## src/rtl/rf_writeback_queue.sv

```systemverilog
// In-order write-back FIFO between the ALU/load results and the single register-file write port.
// It also forwards the youngest buffered value to the decode-stage source-operand queries.
module rf_writeback_queue #(
    parameter int DATA_W = 32,
    parameter int ADDR_W = 5,
    parameter int DEPTH  = 4
) (
    input  logic              clk,
    input  logic              rst,
    input  logic              alu_valid,
    output logic              alu_ready,
    input  logic [ADDR_W-1:0] alu_rd,
    input  logic [DATA_W-1:0] alu_data,
    input  logic              mem_valid,
    output logic              mem_ready,
    input  logic [ADDR_W-1:0] mem_rd,
    input  logic [DATA_W-1:0] mem_data,
    input  logic              drain_en,
    output logic              wb_we,
    output logic [ADDR_W-1:0] wb_addr,
    output logic [DATA_W-1:0] wb_data,
    input  logic [ADDR_W-1:0] chk_rs1,
    input  logic [ADDR_W-1:0] chk_rs2,
    output logic              rs1_hit,
    output logic [DATA_W-1:0] rs1_fwd,
    output logic              rs2_hit,
    output logic [DATA_W-1:0] rs2_fwd,
    output logic [ADDR_W-1:0] count,
    output logic              full,
    output logic              empty
);
    localparam int PW = $clog2(DEPTH);
    localparam int CW = $clog2(DEPTH + 1);

    logic [PW-1:0]     rd_ptr_q, rd_ptr_d, wr_ptr_q, wr_ptr_d;
    logic [CW-1:0]     count_q, count_d;
    logic              ent_valid [DEPTH];
    logic [ADDR_W-1:0] ent_rd    [DEPTH];
    logic [DATA_W-1:0] ent_data  [DEPTH];

    logic              mem_fire, alu_fire, enq_store, deq;
    logic [ADDR_W-1:0] enq_rd;
    logic [DATA_W-1:0] enq_data;

    assign empty     = (count_q == '0);
    assign full      = (count_q == CW'(DEPTH));
    assign count     = ADDR_W'(count_q);
    assign mem_ready = !full;
    assign alu_ready = !full && !mem_valid;

    assign mem_fire  = mem_valid && mem_ready;
    assign alu_fire  = alu_valid && alu_ready;
    assign enq_rd    = mem_fire ? mem_rd : alu_rd;
    assign enq_data  = mem_fire ? mem_data : alu_data;
    // Writes to r0 complete the handshake but are dropped here.
    assign enq_store = (mem_fire || alu_fire) && (enq_rd != '0);
    assign deq       = drain_en && !empty && !rst;

    assign wb_we   = deq;
    assign wb_addr = empty ? '0 : ent_rd[rd_ptr_q];
    assign wb_data = empty ? '0 : ent_data[rd_ptr_q];

    always_comb begin
        rd_ptr_d = rd_ptr_q;
        wr_ptr_d = wr_ptr_q;
        count_d  = count_q;
        if (enq_store) wr_ptr_d = wr_ptr_q + PW'(1);
        if (deq)       rd_ptr_d = rd_ptr_q + PW'(1);
        case ({enq_store, deq})
            2'b10:   count_d = count_q + CW'(1);
            2'b01:   count_d = count_q - CW'(1);
            default: count_d = count_q;
        endcase
    end

    always_ff @(posedge clk) begin
        if (rst) begin
            rd_ptr_q <= '0;
            wr_ptr_q <= '0;
            count_q  <= '0;
        end else begin
            rd_ptr_q <= rd_ptr_d;
            wr_ptr_q <= wr_ptr_d;
            count_q  <= count_d;
        end
    end

    generate
        for (genvar gi = 0; gi < DEPTH; gi++) begin : g_entry
            logic              valid_q;
            logic [ADDR_W-1:0] rd_q;
            logic [DATA_W-1:0] data_q;

            // Set and clear never target the same slot: that needs an empty or full queue.
            always_ff @(posedge clk) begin
                if (rst) begin
                    valid_q <= 1'b0;
                end else if (enq_store && wr_ptr_q == PW'(gi)) begin
                    valid_q <= 1'b1;
                    rd_q    <= enq_rd;
                    data_q  <= enq_data;
                end else if (deq && rd_ptr_q == PW'(gi)) begin
                    valid_q <= 1'b0;
                end
            end

            assign ent_valid[gi] = valid_q;
            assign ent_rd[gi]    = rd_q;
            assign ent_data[gi]  = data_q;
        end
    endgenerate

    logic [ADDR_W-1:0] chk_addr [2];
    assign chk_addr[0] = chk_rs1;
    assign chk_addr[1] = chk_rs2;

    generate
        for (genvar gi = 0; gi < 2; gi++) begin : g_fwd
            logic              hit_c;
            logic [DATA_W-1:0] fwd_c;
            logic [PW-1:0]     idx;

            // Walk oldest to youngest so the last match (youngest) wins.
            always_comb begin
                hit_c = 1'b0;
                fwd_c = '0;
                idx   = rd_ptr_q;
                for (int i = 0; i < DEPTH; i++) begin
                    idx = rd_ptr_q + PW'(i);
                    if (ent_valid[idx] && ent_rd[idx] == chk_addr[gi] && chk_addr[gi] != '0) begin
                        hit_c = 1'b1;
                        fwd_c = ent_data[idx];
                    end
                end
            end
        end
    endgenerate

    assign rs1_hit = g_fwd[0].hit_c;
    assign rs1_fwd = g_fwd[0].fwd_c;
    assign rs2_hit = g_fwd[1].hit_c;
    assign rs2_fwd = g_fwd[1].fwd_c;

endmodule

```

## config.mk

```make
export PLATFORM = sky130hd
export DESIGN_NAME = rf_writeback_queue
export DESIGN_NICKNAME = d
export VERILOG_FILES = /design/src/rtl/rf_writeback_queue.sv
export SDC_FILE = /design/constraint.sdc
export NUM_CORES = 1
export LEC_CHECK = 0
export CAP_MARGIN = 15
export CORE_UTILIZATION = 40
export DETAILED_ROUTE_END_ITERATION = 8
export PLACE_DENSITY = 0.6
export SLEW_MARGIN = 10
export SYNTH_ARGS = -nofsm -noshare
export SYNTH_HDL_FRONTEND = slang
export SYNTH_SLANG_ARGS = --single-unit
```

## constraint.sdc

```tcl
create_clock -name clk -period 5.57 [get_ports clk]
set_clock_uncertainty 0.1 [all_clocks]
set_input_delay 1.114 -clock clk [delete_from_list [all_inputs] [get_ports clk]]
set_output_delay 1.114 -clock clk [all_outputs]
set_load 0.05 [all_outputs]
```

==> flow_results.org <==
** Outcome
- The run finished with clean final reports.

** Floorplan
- Core Rows :: 61
- Number of I/O pins :: 202
- Measured along the y axis, the die boundary spans 172 um.
- Floorplan die area :: 0.0295 mm^2
- Core area :: 0.0281 mm^2
- From left edge to right edge, the die measures 172 um.
- Initial standard-cell utilization of the core :: 41.1%

** Worst setup path
- Cell depth of the worst setup path :: 9
- Launch point of the worst path :: chk_rs1[2]
- Type of destination of the critical path :: primary output
- The setup path with the least slack is of type input pin to primary output.
- The slowest stage of the critical path belongs to the cell sky130_fd_sc_hd__or4_1.
- The worst register-to-register path has a depth of 13.
- Counting both buffers and inverters, the worst setup path holds a total of 3.
- Setup slack on the worst reg-to-reg path comes out at 1.93 ns.
- The startpoint identified for the worst register-to-register timing path is count_q[2].
- Longest individual stage delay on the worst path :: 0.63 ns
- The kind of cell with the highest combined delay along the critical path is simple AND/OR/NAND/NOR gates.
- By instance count, the cell type seen most on the critical path is sky130_fd_sc_hd__buf_12.
- Worst path arrival time :: 4.14 ns
- Required time at the endpoint of the critical path :: 4.36 ns
- Along the worst path, the maximum fanout reaches 36.
- CP cell instances :: clkdlybuf4s50_1 > or4_1 > nor2_2 > nand3b_1 > nor2_4 > buf_12 > or3b_2 > a31oi_1 > buf_12
- Sort of element at the start of the critical path :: input pin
- The endpoint identified for the worst register-to-register timing path is count_q[2].
- Termination of the worst setup path :: rs1_fwd[1]

** Placement
- After detailed placement, the total cell area comes to 0.0149 mm^2.
- In this run the tool buffered the top-level ports with 199 buffer cells.
- Post-placement setup slack :: 0.155 ns
- GP Congestion :: 0.863
- HPWL after detailed placement :: 23500 um

** Global routing
- Number of antenna violations at the first check in global routing :: 1
- GR Overflow Total :: 0
- The first global-routing pass estimated 53700 um of wire.
- Entering global routing, the biggest net connects 67 pins.
- Vias in the first global route :: 9552
- Total global-route track usage :: 24.2%

** Synth
- Predominant post-synthesis flop cell :: sky130_fd_sc_hd__edfxtp_1
- Warnings, synthesis :: 0
- After synthesis the netlist holds a flip-flop and latch count of 159.
- For this run, the register share of the synthesized area comes to 40.4%.
- The synthesized netlist contains 51 unique library cells.
- The synthesized design contains 148 enable-type register cells.
- Synth async-reset ratio :: 0%
- Post-synthesis area per instance :: 10.3 um^2
- Cell area after technology mapping :: 0.0115 mm^2
- In the synthesized netlist, the number of instances is 1123.

** STA
- Hold Fails Final Rpt :: 0
- Setup repair after global routing left no endpoint under its margin.
- The final-report max-slew violation count came to 0.
- Setup violations remaining at the end of the flow were counted as 0.
- F_max :: 0.187 GHz
- Final Worst Setup Slack :: 0.219 ns
- In this run the tightest slew margin relative to its limit is 31.4%.
- At the pin with the least slew margin, the transition time is 1.03 ns.
- In the final timing run, aggregate negative setup slack is 0 ns.
- Post-route minimum period :: 5.35 ns
- In the finished design, the share of the clock period the worst path needs comes to 96.1%.

** Worst hold path
- The path class of the tightest hold or removal check is flop to flop.

** Clock tree
- TritonCTS built the clock tree.
- In this run the clock root is driven by a sky130_fd_sc_hd__clkbuf_16.
- Total clock buffers created by CTS :: 17
- CTS built an H-tree with a depth of 4.
- Clock edge transition at the registers on the reported setup and hold paths :: 0.06 ns
- The clock passes through at most 2 buffers.
- The later pin in the worst-skew pair is clocked with a latency of 0.42 ns.
- Count of clock tree sinks :: 159

** Detailed routing
- In the routed layout, each cell is associated on average with a via count of 5.69.
- In the final routed layout, each cell accounts on average for 20.9 um.
- Post-DRT Antenna Nets :: 0
- Before antenna repair, the detailed router went through 5 iterations.
- The final route contains 9549 vias.
- Total wire length after detailed routing :: 35000 um
- DRT iter0 DRCs :: 855
- For this run, design rule violations remaining after detail routing come to 0.

** Final layout
- Commonest non-fill, non-tap cell in the layout :: sky130_fd_sc_hd__edfxtp_1
- The post-route netlist has 26.7% of its cells at a drive strength greater than 1.
- Post-route design area :: 0.0155 mm^2
- The net count of the finished layout is 1384.
- Layout overhead on the synthesized area :: 34.2%
- In the layout the commonest cells are 148 x sky130_fd_sc_hd__edfxtp_1, 137 x sky130_fd_sc_hd__nor2_1, 133 x sky130_fd_sc_hd__clkdlybuf4s50_1, 129 x sky130_fd_sc_hd__mux2_2, 116 x sky130_fd_sc_hd__mux2i_1.

** Power
- Pwr Density :: 449 mW/mm^2
- Leakage power :: 5.19 nW
- Peak supply drop :: 0.284 mV

** Job
- Max capacitance violation total :: 0
## metrics by stage
stage	utilization, %	hold WS, ns	total power (W)	cells
after floorplan	-	0.363	0.00462	1124
after global placement	53.1	0.387	0.00584	1643
after detailed placement	53.1	0.390	0.00586	1643
after CTS	55.0	0.398	0.00695	1675
after global routing	55.1	0.428	0.00733	1677
final	55.1	0.398	0.00696	1677
## worst min-delay path by stage
stage	startpoint	slack, ns	endpoint	cells after the start
2_1_floorplan	wr_ptr_q[1]	0.36	wr_ptr_q[1]	2
3_3_place_gp	wr_ptr_q[1]	0.39	wr_ptr_q[1]	2
3_5_place_dp	wr_ptr_q[1]	0.39	wr_ptr_q[1]	2
4_1_cts	wr_ptr_q[1]	0.40	wr_ptr_q[1]	2
5_1_grt	wr_ptr_q[1]	0.43	wr_ptr_q[1]	2
6_report	wr_ptr_q[1]	0.40	wr_ptr_q[1]	2
## where the power goes
part	internal (W)	switching, W	leakage [nW]
registers	0.00147	0.0000901	1.44
logic	0.00162	0.00269	3.50
clock network	0.000611	0.000471	0.252
## area by class of cell
type	instances	area, um^2
Fill cell	2486	12600
Multi-Input combinational cell	856	6730
Sequential cell	159	4670
Timing Repair Buffer	239	3030
Tap cell	378	473
Clock buffer	21	440
Clock inverter	11	92.6
Inverter	12	45.0
Antenna cell	1	2.50
## cell families after synthesis
group           count (synthesis)  share of synthesized area, %
simple gates                  267                          9.98
compound gates                265                          14.0
mux                           264                          26.4
flops                         159                          40.4
buf+inv                       109                          4.38
xor+xnor                       48                          3.64
fa+ha+maj                      10                          1.15
other cells                     1                        0.0325
## routing by layer
metal	share of wire, %	track usage (%)	vias to the layer above
met1	43	31.8	4639
met2	48	40.6	377
li1	-	-	4471
met5	0	0	-
met4	2.4	9.12	0
met3	5.9	3.20	62
## tightest hold or removal path: stages, from the launching register on
cell and delay [ns]:
sky130_fd_sc_hd__dfxtp_1 0.34, sky130_fd_sc_hd__nand2_1 0.06, sky130_fd_sc_hd__a21oi_1 0.05
## synthesized netlist by cell type (2+ instances only)
cell	number	area, um^2
sky130_fd_sc_hd__a22o_1	3	26.3
sky130_fd_sc_hd__inv_1	10	37.5
sky130_fd_sc_hd__or3b_2	4	35.0
sky130_fd_sc_hd__buf_6	5	56.3
sky130_fd_sc_hd__o31ai_1	3	22.5
sky130_fd_sc_hd__a22oi_1	53	398
sky130_fd_sc_hd__or3_1	2	12.5
sky130_fd_sc_hd__o22a_1	3	26.3
sky130_fd_sc_hd__o21ai_1	5	25.0
sky130_fd_sc_hd__buf_2	23	115
sky130_fd_sc_hd__a22oi_2	10	125
sky130_fd_sc_hd__clkbuf_2	2	10.0
sky130_fd_sc_hd__mux2i_1	116	1160
sky130_fd_sc_hd__ha_1	9	113
sky130_fd_sc_hd__buf_4	3	22.5
sky130_fd_sc_hd__xor2_1	16	140
sky130_fd_sc_hd__nor2_2	2	12.5
sky130_fd_sc_hd__xnor2_1	32	280
sky130_fd_sc_hd__edfxtp_1	148	4440
sky130_fd_sc_hd__nand2_1	77	289
sky130_fd_sc_hd__buf_1	14	52.6
sky130_fd_sc_hd__and2_1	9	56.3
sky130_fd_sc_hd__nand4_1	2	12.5
sky130_fd_sc_hd__nor3_1	6	30.0
sky130_fd_sc_hd__mux4_2	18	405
sky130_fd_sc_hd__nand3b_1	4	30.0
sky130_fd_sc_hd__mux2_2	129	1450
sky130_fd_sc_hd__nor4_1	10	62.6
sky130_fd_sc_hd__dfxtp_1	11	220
sky130_fd_sc_hd__clkbuf_1	49	184
sky130_fd_sc_hd__nand3_1	7	35.0
sky130_fd_sc_hd__a31oi_1	3	18.8
sky130_fd_sc_hd__nor2_1	138	518
sky130_fd_sc_hd__a21oi_1	82	410
sky130_fd_sc_hd__o21ai_0	89	445
sky130_fd_sc_hd__a21oi_2	11	96.3
## state kept, by name (all words and copies together) (netlist names)
| signal | cells |
|---|---|
| g_entry.data_q | 128 |
| count_q | 3 |
| rd_ptr_q | 2 |
| g_entry.valid_q | 4 |
| g_entry.rd_q | 20 |
| wr_ptr_q | 2 |
## repair_timing
action / in CTS / in global routing
pin swaps: 0 / 1
cloned: 0 / 0
resized for setup: 1 / 1
hold buffers: 0 / 0
endpoints found under the setup margin: 1 / 24
setup buffers: 0 / 1
(Power assumes the default switching activity.)
